File: src/rtl/rps_draw_scheduler.sv
// Arbitrates user/computer sprite redraws, walks the 80x120 sprite region over the
// shared 1-bit sprite ROMs, and drives the vga_adapter two cycles behind the address.
module rps_draw_scheduler #(
    parameter int SPRITE_W = 80,
    parameter int SPRITE_H = 120,
    parameter int USER_X0  = 80,
    parameter int COMP_X0  = 0
) (
    input  logic        CLOCK_50,
    input  logic        reset,
    input  logic        req_user,
    input  logic [1:0]  choice_user,
    input  logic        req_comp,
    input  logic [1:0]  choice_comp,
    output logic        gnt_user,
    output logic        gnt_comp,
    output logic        busy,
    output logic        done,
    output logic [13:0] rom_addr,
    output logic [1:0]  rom_sel,
    input  logic        rom_q,
    output logic [7:0]  x,
    output logic [6:0]  y,
    output logic [2:0]  colour,
    output logic        plot
);

    typedef enum logic [1:0] {IDLE, DRAW, FLUSH, DONE} state_t;

    localparam logic [6:0] XL_LAST = 7'(SPRITE_W - 1);
    localparam logic [6:0] YL_LAST = 7'(SPRITE_H - 1);
    localparam logic [7:0] USER_X  = 8'(USER_X0);
    localparam logic [7:0] COMP_X  = 8'(COMP_X0);

    state_t     state;
    logic [6:0] xl;
    logic [6:0] yl;
    logic       side_comp;
    logic       prefer_user;
    logic       flush_cnt;

    logic       s1_valid;
    logic       s1_comp;
    logic [7:0] s1_x;
    logic [6:0] s1_y;

    // Paper has two encodings; only the ROM mux codes 00/01/10 are ever driven.
    function automatic logic [1:0] map_choice(input logic [1:0] c);
        return (c == 2'b11) ? 2'b10 : c;
    endfunction

    // NOTE: all state is updated with non-blocking assignments so every register
    // samples the pre-edge values, regardless of statement order in the block.
    always_ff @(posedge CLOCK_50) begin
        if (reset) begin
            state       <= IDLE;
            xl          <= '0;
            yl          <= '0;
            side_comp   <= 1'b0;
            prefer_user <= 1'b1;
            flush_cnt   <= 1'b0;
            gnt_user    <= 1'b0;
            gnt_comp    <= 1'b0;
            busy        <= 1'b0;
            done        <= 1'b0;
            rom_addr    <= '0;
            rom_sel     <= '0;
        end else begin
            gnt_user <= 1'b0;
            gnt_comp <= 1'b0;
            done     <= 1'b0;
            case (state)
                IDLE: begin
                    if (req_user && (prefer_user || !req_comp)) begin
                        gnt_user    <= 1'b1;
                        busy        <= 1'b1;
                        side_comp   <= 1'b0;
                        rom_sel     <= map_choice(choice_user);
                        prefer_user <= 1'b0;
                        xl          <= '0;
                        yl          <= '0;
                        rom_addr    <= '0;
                        state       <= DRAW;
                    end else if (req_comp) begin
                        gnt_comp    <= 1'b1;
                        busy        <= 1'b1;
                        side_comp   <= 1'b1;
                        rom_sel     <= map_choice(choice_comp);
                        prefer_user <= 1'b1;
                        xl          <= '0;
                        yl          <= '0;
                        rom_addr    <= '0;
                        state       <= DRAW;
                    end
                end
                DRAW: begin
                    // Address tracks yl*SPRITE_W+xl incrementally; no multiplier needed.
                    rom_addr <= rom_addr + 14'd1;
                    if (xl == XL_LAST) begin
                        xl <= '0;
                        if (yl == YL_LAST) begin
                            rom_addr  <= '0;
                            flush_cnt <= 1'b0;
                            state     <= FLUSH;
                        end else begin
                            yl <= yl + 7'd1;
                        end
                    end else begin
                        xl <= xl + 7'd1;
                    end
                end
                FLUSH: begin
                    flush_cnt <= 1'b1;
                    if (flush_cnt) begin
                        done  <= 1'b1;
                        state <= DONE;
                    end
                end
                DONE: begin
                    busy  <= 1'b0;
                    state <= IDLE;
                end
                default: state <= IDLE;
            endcase
        end
    end

    // Stage 1 lines up with rom_q (one cycle after its address); stage 2 is the VGA output.
    always_ff @(posedge CLOCK_50) begin
        if (reset) begin
            s1_valid <= 1'b0;
            s1_comp  <= 1'b0;
            s1_x     <= '0;
            s1_y     <= '0;
            plot     <= 1'b0;
            x        <= '0;
            y        <= '0;
            colour   <= '0;
        end else begin
            s1_valid <= (state == DRAW);
            s1_comp  <= side_comp;
            s1_x     <= (side_comp ? COMP_X : USER_X) + {1'b0, xl};
            s1_y     <= yl;
            plot     <= s1_valid;
            if (s1_valid) begin
                x      <= s1_x;
                y      <= s1_y;
                colour <= rom_q ? (s1_comp ? 3'b111 : 3'b000) : 3'b010;
            end else begin
                x      <= '0;
                y      <= '0;
                colour <= '0;
            end
        end
    end

endmodule

File: config.mk
export PLATFORM = sky130hd
export DESIGN_NAME = rps_draw_scheduler
export DESIGN_NICKNAME = d
export VERILOG_FILES = /design/src/rtl/rps_draw_scheduler.sv
export SDC_FILE = /design/constraint.sdc
export NUM_CORES = 1
export LEC_CHECK = 0
export BUFFER_PORTS_ARGS = -buffer_cell sky130_fd_sc_hd__buf_2
export CORE_MARGIN = 2
export CORE_UTILIZATION = 40
export CTS_CLUSTER_SIZE = 30
export DETAILED_ROUTE_END_ITERATION = 12
export PLACE_DENSITY = 0.68
export SLEW_MARGIN = 10
export SYNTH_ARGS = -nofsm -noshare
export SYNTH_HDL_FRONTEND = slang
export SYNTH_SLANG_ARGS = --single-unit
File: constraint.sdc
create_clock -name CLOCK_50 -period 3.4 [get_ports CLOCK_50]
set_input_delay 0.17 -clock CLOCK_50 [delete_from_list [all_inputs] [get_ports CLOCK_50]]
set_output_delay 0.17 -clock CLOCK_50 [all_outputs]
set_load 0.01 [all_outputs]
==> run summary <==
Synthesis handed over a netlist of 294 instances. Setup violations remaining at the end of the flow were counted as 0. For this design the static power due to leakage is 1.41 nW. The global-route total usage across every layer was 14.4%; the worst-case clock buffer depth was 2.

For the maximum level of the CTS H-tree, the log shows 3. The worst hold path endpoint is colour[1]. For this run, the leading register cell type out of synthesis is sky130_fd_sc_hd__dfxtp_1. The flow ran to the end, and the final reports show no timing, DRC or antenna violations.

After routing, the total negative slack on setup checks comes to 0 ns. Once detail routing completed, the nets flagged for antenna violations numbered 0. Reg-to-reg startpoint: state[0]. The arrival time of data at the critical path endpoint was 2.76 ns. Setup repair after global routing left no endpoint under its margin. The critical setup path kind was reg -> reg. Cell area after synthesis: 2890 um2. The logs give 30 for the total number of placement rows and 48 for the I/O pin count.

Walking the worst path, the cells encountered are inv_1 -> ha_1 -> or3b_1 -> nand2_1 -> o21bai_1 -> nor2_1. Starting density of the core: 41.8%. After clock tree synthesis, the repair step resized 0 gates. The design draws 2.16 mW. The run gives 3380 um2 as the post-route standard cell area excluding fillers.

Across the run, the number of max-cap violations was 0. The first-pass GRT wire length is 8.74 mm, and the total via count after detailed routing is 2153. For met2 alone, demand over resource in global routing was 22.8%. Summed over all layers, the routed wires come to 5.16 mm. The slack of the worst reg-to-reg path is 0.84 ns, and the initial antenna violation count is 0. Entering global routing, the biggest net connects 36 pins. The die is 89.0 um wide. Among all stages on the critical path, the largest delay is contributed by sky130_fd_sc_hd__o21bai_1. The number of different library cells used by synthesis comes to 50. The run gives 0 as the total congestion overflow after global routing. After detailed routing, the average wire length per cell comes to 11.7 um.

The worst hold path begins at rom_q. For this design, the CTS-stage hold fixing added 0 buffers. The number of setup buffers added after CTS is 0. The minimum period implied by the final worst setup slack is 2.56 ns. The number of cells on the worst reg-to-reg path is 6.

The post-route netlist has 21.2% of its cells at a drive strength greater than 1. For this run, design rule violations remaining after detail routing come to 0. For this run, the number of standard cells in the final layout without fillers is 441. In this design, the stage delay of the slowest critical-path cell is 0.74 ns. TritonCTS built the clock tree. The worst relative slew slack was 44.4%.

Counting instances, the worst hold path has a depth of 2. Global routing used 4.25% of the available met3 tracks. The worst path uses 75.2% of the clock period. The tools report the number of max-slew violations in the final report as 0. The die area came out at 7910 um2. Between clock sinks in the finished design, the worst skew comes to 0.0100 ns. Grouping stages by cell kind, the critical path spends the most delay in simple AND/OR/NAND/NOR gates. Clock latency of the later-clocked register in the worst-skew pair: 0.34 ns. Capture point of the worst reg-to-reg path: rom_addr[2]. The number of buffer and inverter instances along the worst setup path came out at 1. The first routing iteration left 87 violations.

Class of the worst hold path: in -> reg. The signed area change from the synthesized netlist to the final layout came out at 17.0%. The core region is 6910 um2. The number of global-route vias before repair is 1981, and the vias per cell is 4.88. The synthesis-stage register bit count came out at 74. During placement, the flow inserted port buffers numbering 47. The logs give 0 for the warning count from the yosys run and 0 for the final antenna diode count. For the number of hold-slack violations in the final timing report, the log shows 0. Clock tree synthesis selected as its root buffer the cell sky130_fd_sc_hd__clkbuf_8.

The tools report the number of nets in the finished design as 360. The number of nets in the synthesized netlist is 313. The chip height came out at 89.0 um. The type of destination of the critical path was a flop. Counting flops with an async set or reset pin after synthesis yields a share of 0%.

Sequential elements use 51.3% of the synthesized area. The total power divided by cell area is 641 nW/um2. Of all nets on the critical path, the largest fanout is 13. Timing would allow up to 391 MHz. Worst voltage drop across the vdd grid: 0.000293 V.

The type of origin of the critical path was a flop. The post-route core utilization is 48.9%, and the slew at the pin closest to its max-slew limit is 0.832 ns. Half-perimeter wire length after placement: 3.63 mm. The tools report the global-route met1 utilization as 17.6%. The library cells used most frequently in the layout, excluding fill and tap cells, are sky130_fd_sc_hd__dfxtp_1 (74), sky130_fd_sc_hd__buf_2 (47), sky130_fd_sc_hd__nor2_1 (26), sky130_fd_sc_hd__and2_1 (18), sky130_fd_sc_hd__nor2b_1 (18).

In this run, synthesis inferred 0 flip-flops with an integrated enable. The final estimated routing congestion in global placement is 0.753. Clock tree synthesis inserted a total of 9 buffers. The placed instances occupy a cell area of 3190 um2. The number of sinks driven by the clock tree was 74. The layer with the highest usage after global routing is met2. A synthesized cell averages 9.82 um2. For the instance count after placement with tap cells included, the log shows 426.

For the worst setup path, the data required time is 3.60 ns. Leading cell type in the layout, fill and taps excluded: sky130_fd_sc_hd__dfxtp_1. Before antenna repair, the detailed router went through 4 iterations.

The clock input transition at the sequential cells of the worst setup and hold paths is 0.08 ns.
==> cell families (layout without fill, tap and decap cells) <==
| logic type | after synthesis | in the layout | share of synthesized area (%) |
|---|---|---|---|
| adder cells (fa/ha/maj) | 10 | 10 | 4.33 |
| AND/OR/NAND/NOR | 126 | 126 | 24.9 |
| XOR/XNOR | 12 | 12 | 3.64 |
| AO/OA/AOI/OAI | 47 | 47 | 10.8 |
| buffers and inverters | 20 | 71 | 3.16 |
| multiplexers | 5 | 5 | 1.82 |
| flip-flops | 74 | 74 | 51.3 |
==> cell type report <==
| class | instances | area (um2) |
|---|---|---|
| Tap cell | 96 | 120 |
| Multi-Input combinational cell | 200 | 1320 |
| Clock inverter | 5 | 55.1 |
| Fill cell | 701 | 3530 |
| Timing Repair Buffer | 47 | 235 |
| Inverter | 9 | 33.8 |
| Sequential cell | 74 | 1480 |
| Clock buffer | 10 | 138 |
==> report_power, final <==
part / total, mW / leakage [nW] / switching, mW / internal, mW
sequential: 0.979 / 0.600 / 0.0420 / 0.937
clock: 0.666 / 0.0941 / 0.314 / 0.352
combinational: 0.519 / 0.716 / 0.340 / 0.180
==> metrics by stage <==
| step | worst slack [ns] | hold slack, ns |
|---|---|---|
| floorplan | 1.61 | 0.250 |
| global placement | 0.975 | 0.377 |
| detailed placement | 0.835 | 0.377 |
| CTS | 0.826 | 0.00135 |
| global route | 0.569 | 0.0246 |
| finish | 0.844 | 0.0133 |
==> layer usage <==
layer  vias to the layer above  wire [um]
li1                       1123          -
met1                       979       2500
met2                        40       2330
met3                        11        202
met4                         0        119
met5                         -          0
==> Yosys cell counts, drive strengths merged, types with 2 or more instances <==
cell    number  share of area [%]
or3          7                1.6
ha          10                4.3
o21bai       2               0.52
inv          9                1.2
mux2         2               0.78
nor2        26                3.4
and3         4               0.87
a21oi       14                2.4
nor2b       18                3.9
or2          2               0.43
o31ai        3               0.78
o21ai        9                1.6
or4          4                1.0
xor2         6                1.8
xnor2        6                1.8
nand2       10                1.3
and2        18                3.9
a31oi        3               0.65
a211oi       3               0.78
dfxtp       74                 51
nand2b       3               0.65
o21a         2               0.52
nor3         5               0.87
nand3       11                1.9
buf          7                1.5
nand4        8                1.7
clkbuf       4               0.52
mux2i        3                1.0
a21o         3               0.82
and4         3                1.0
nor4         2               0.43
==> registers in the layout, indices dropped and copies added (netlist names), 2 cells and up <==
name,count
x,8
s1_x,8
yl,7
s1_y,7
rom_sel,2
state,2
rom_addr,14
xl,7
colour,2
y,7
==> worst max-delay path by stage <==
stage	from	slack, ns	depth (start not counted)	end
after floorplan	state[0]	1.61	7	yl[3]
after global placement	state[0]	0.98	6	rom_addr[6]
after detailed placement	state[0]	0.84	6	rom_addr[2]
after CTS	state[0]	0.83	6	rom_addr[2]
after global routing	state[0]	0.57	6	rom_addr[2]
final	state[0]	0.84	6	rom_addr[2]
Power figures use the tool's default switching activity.
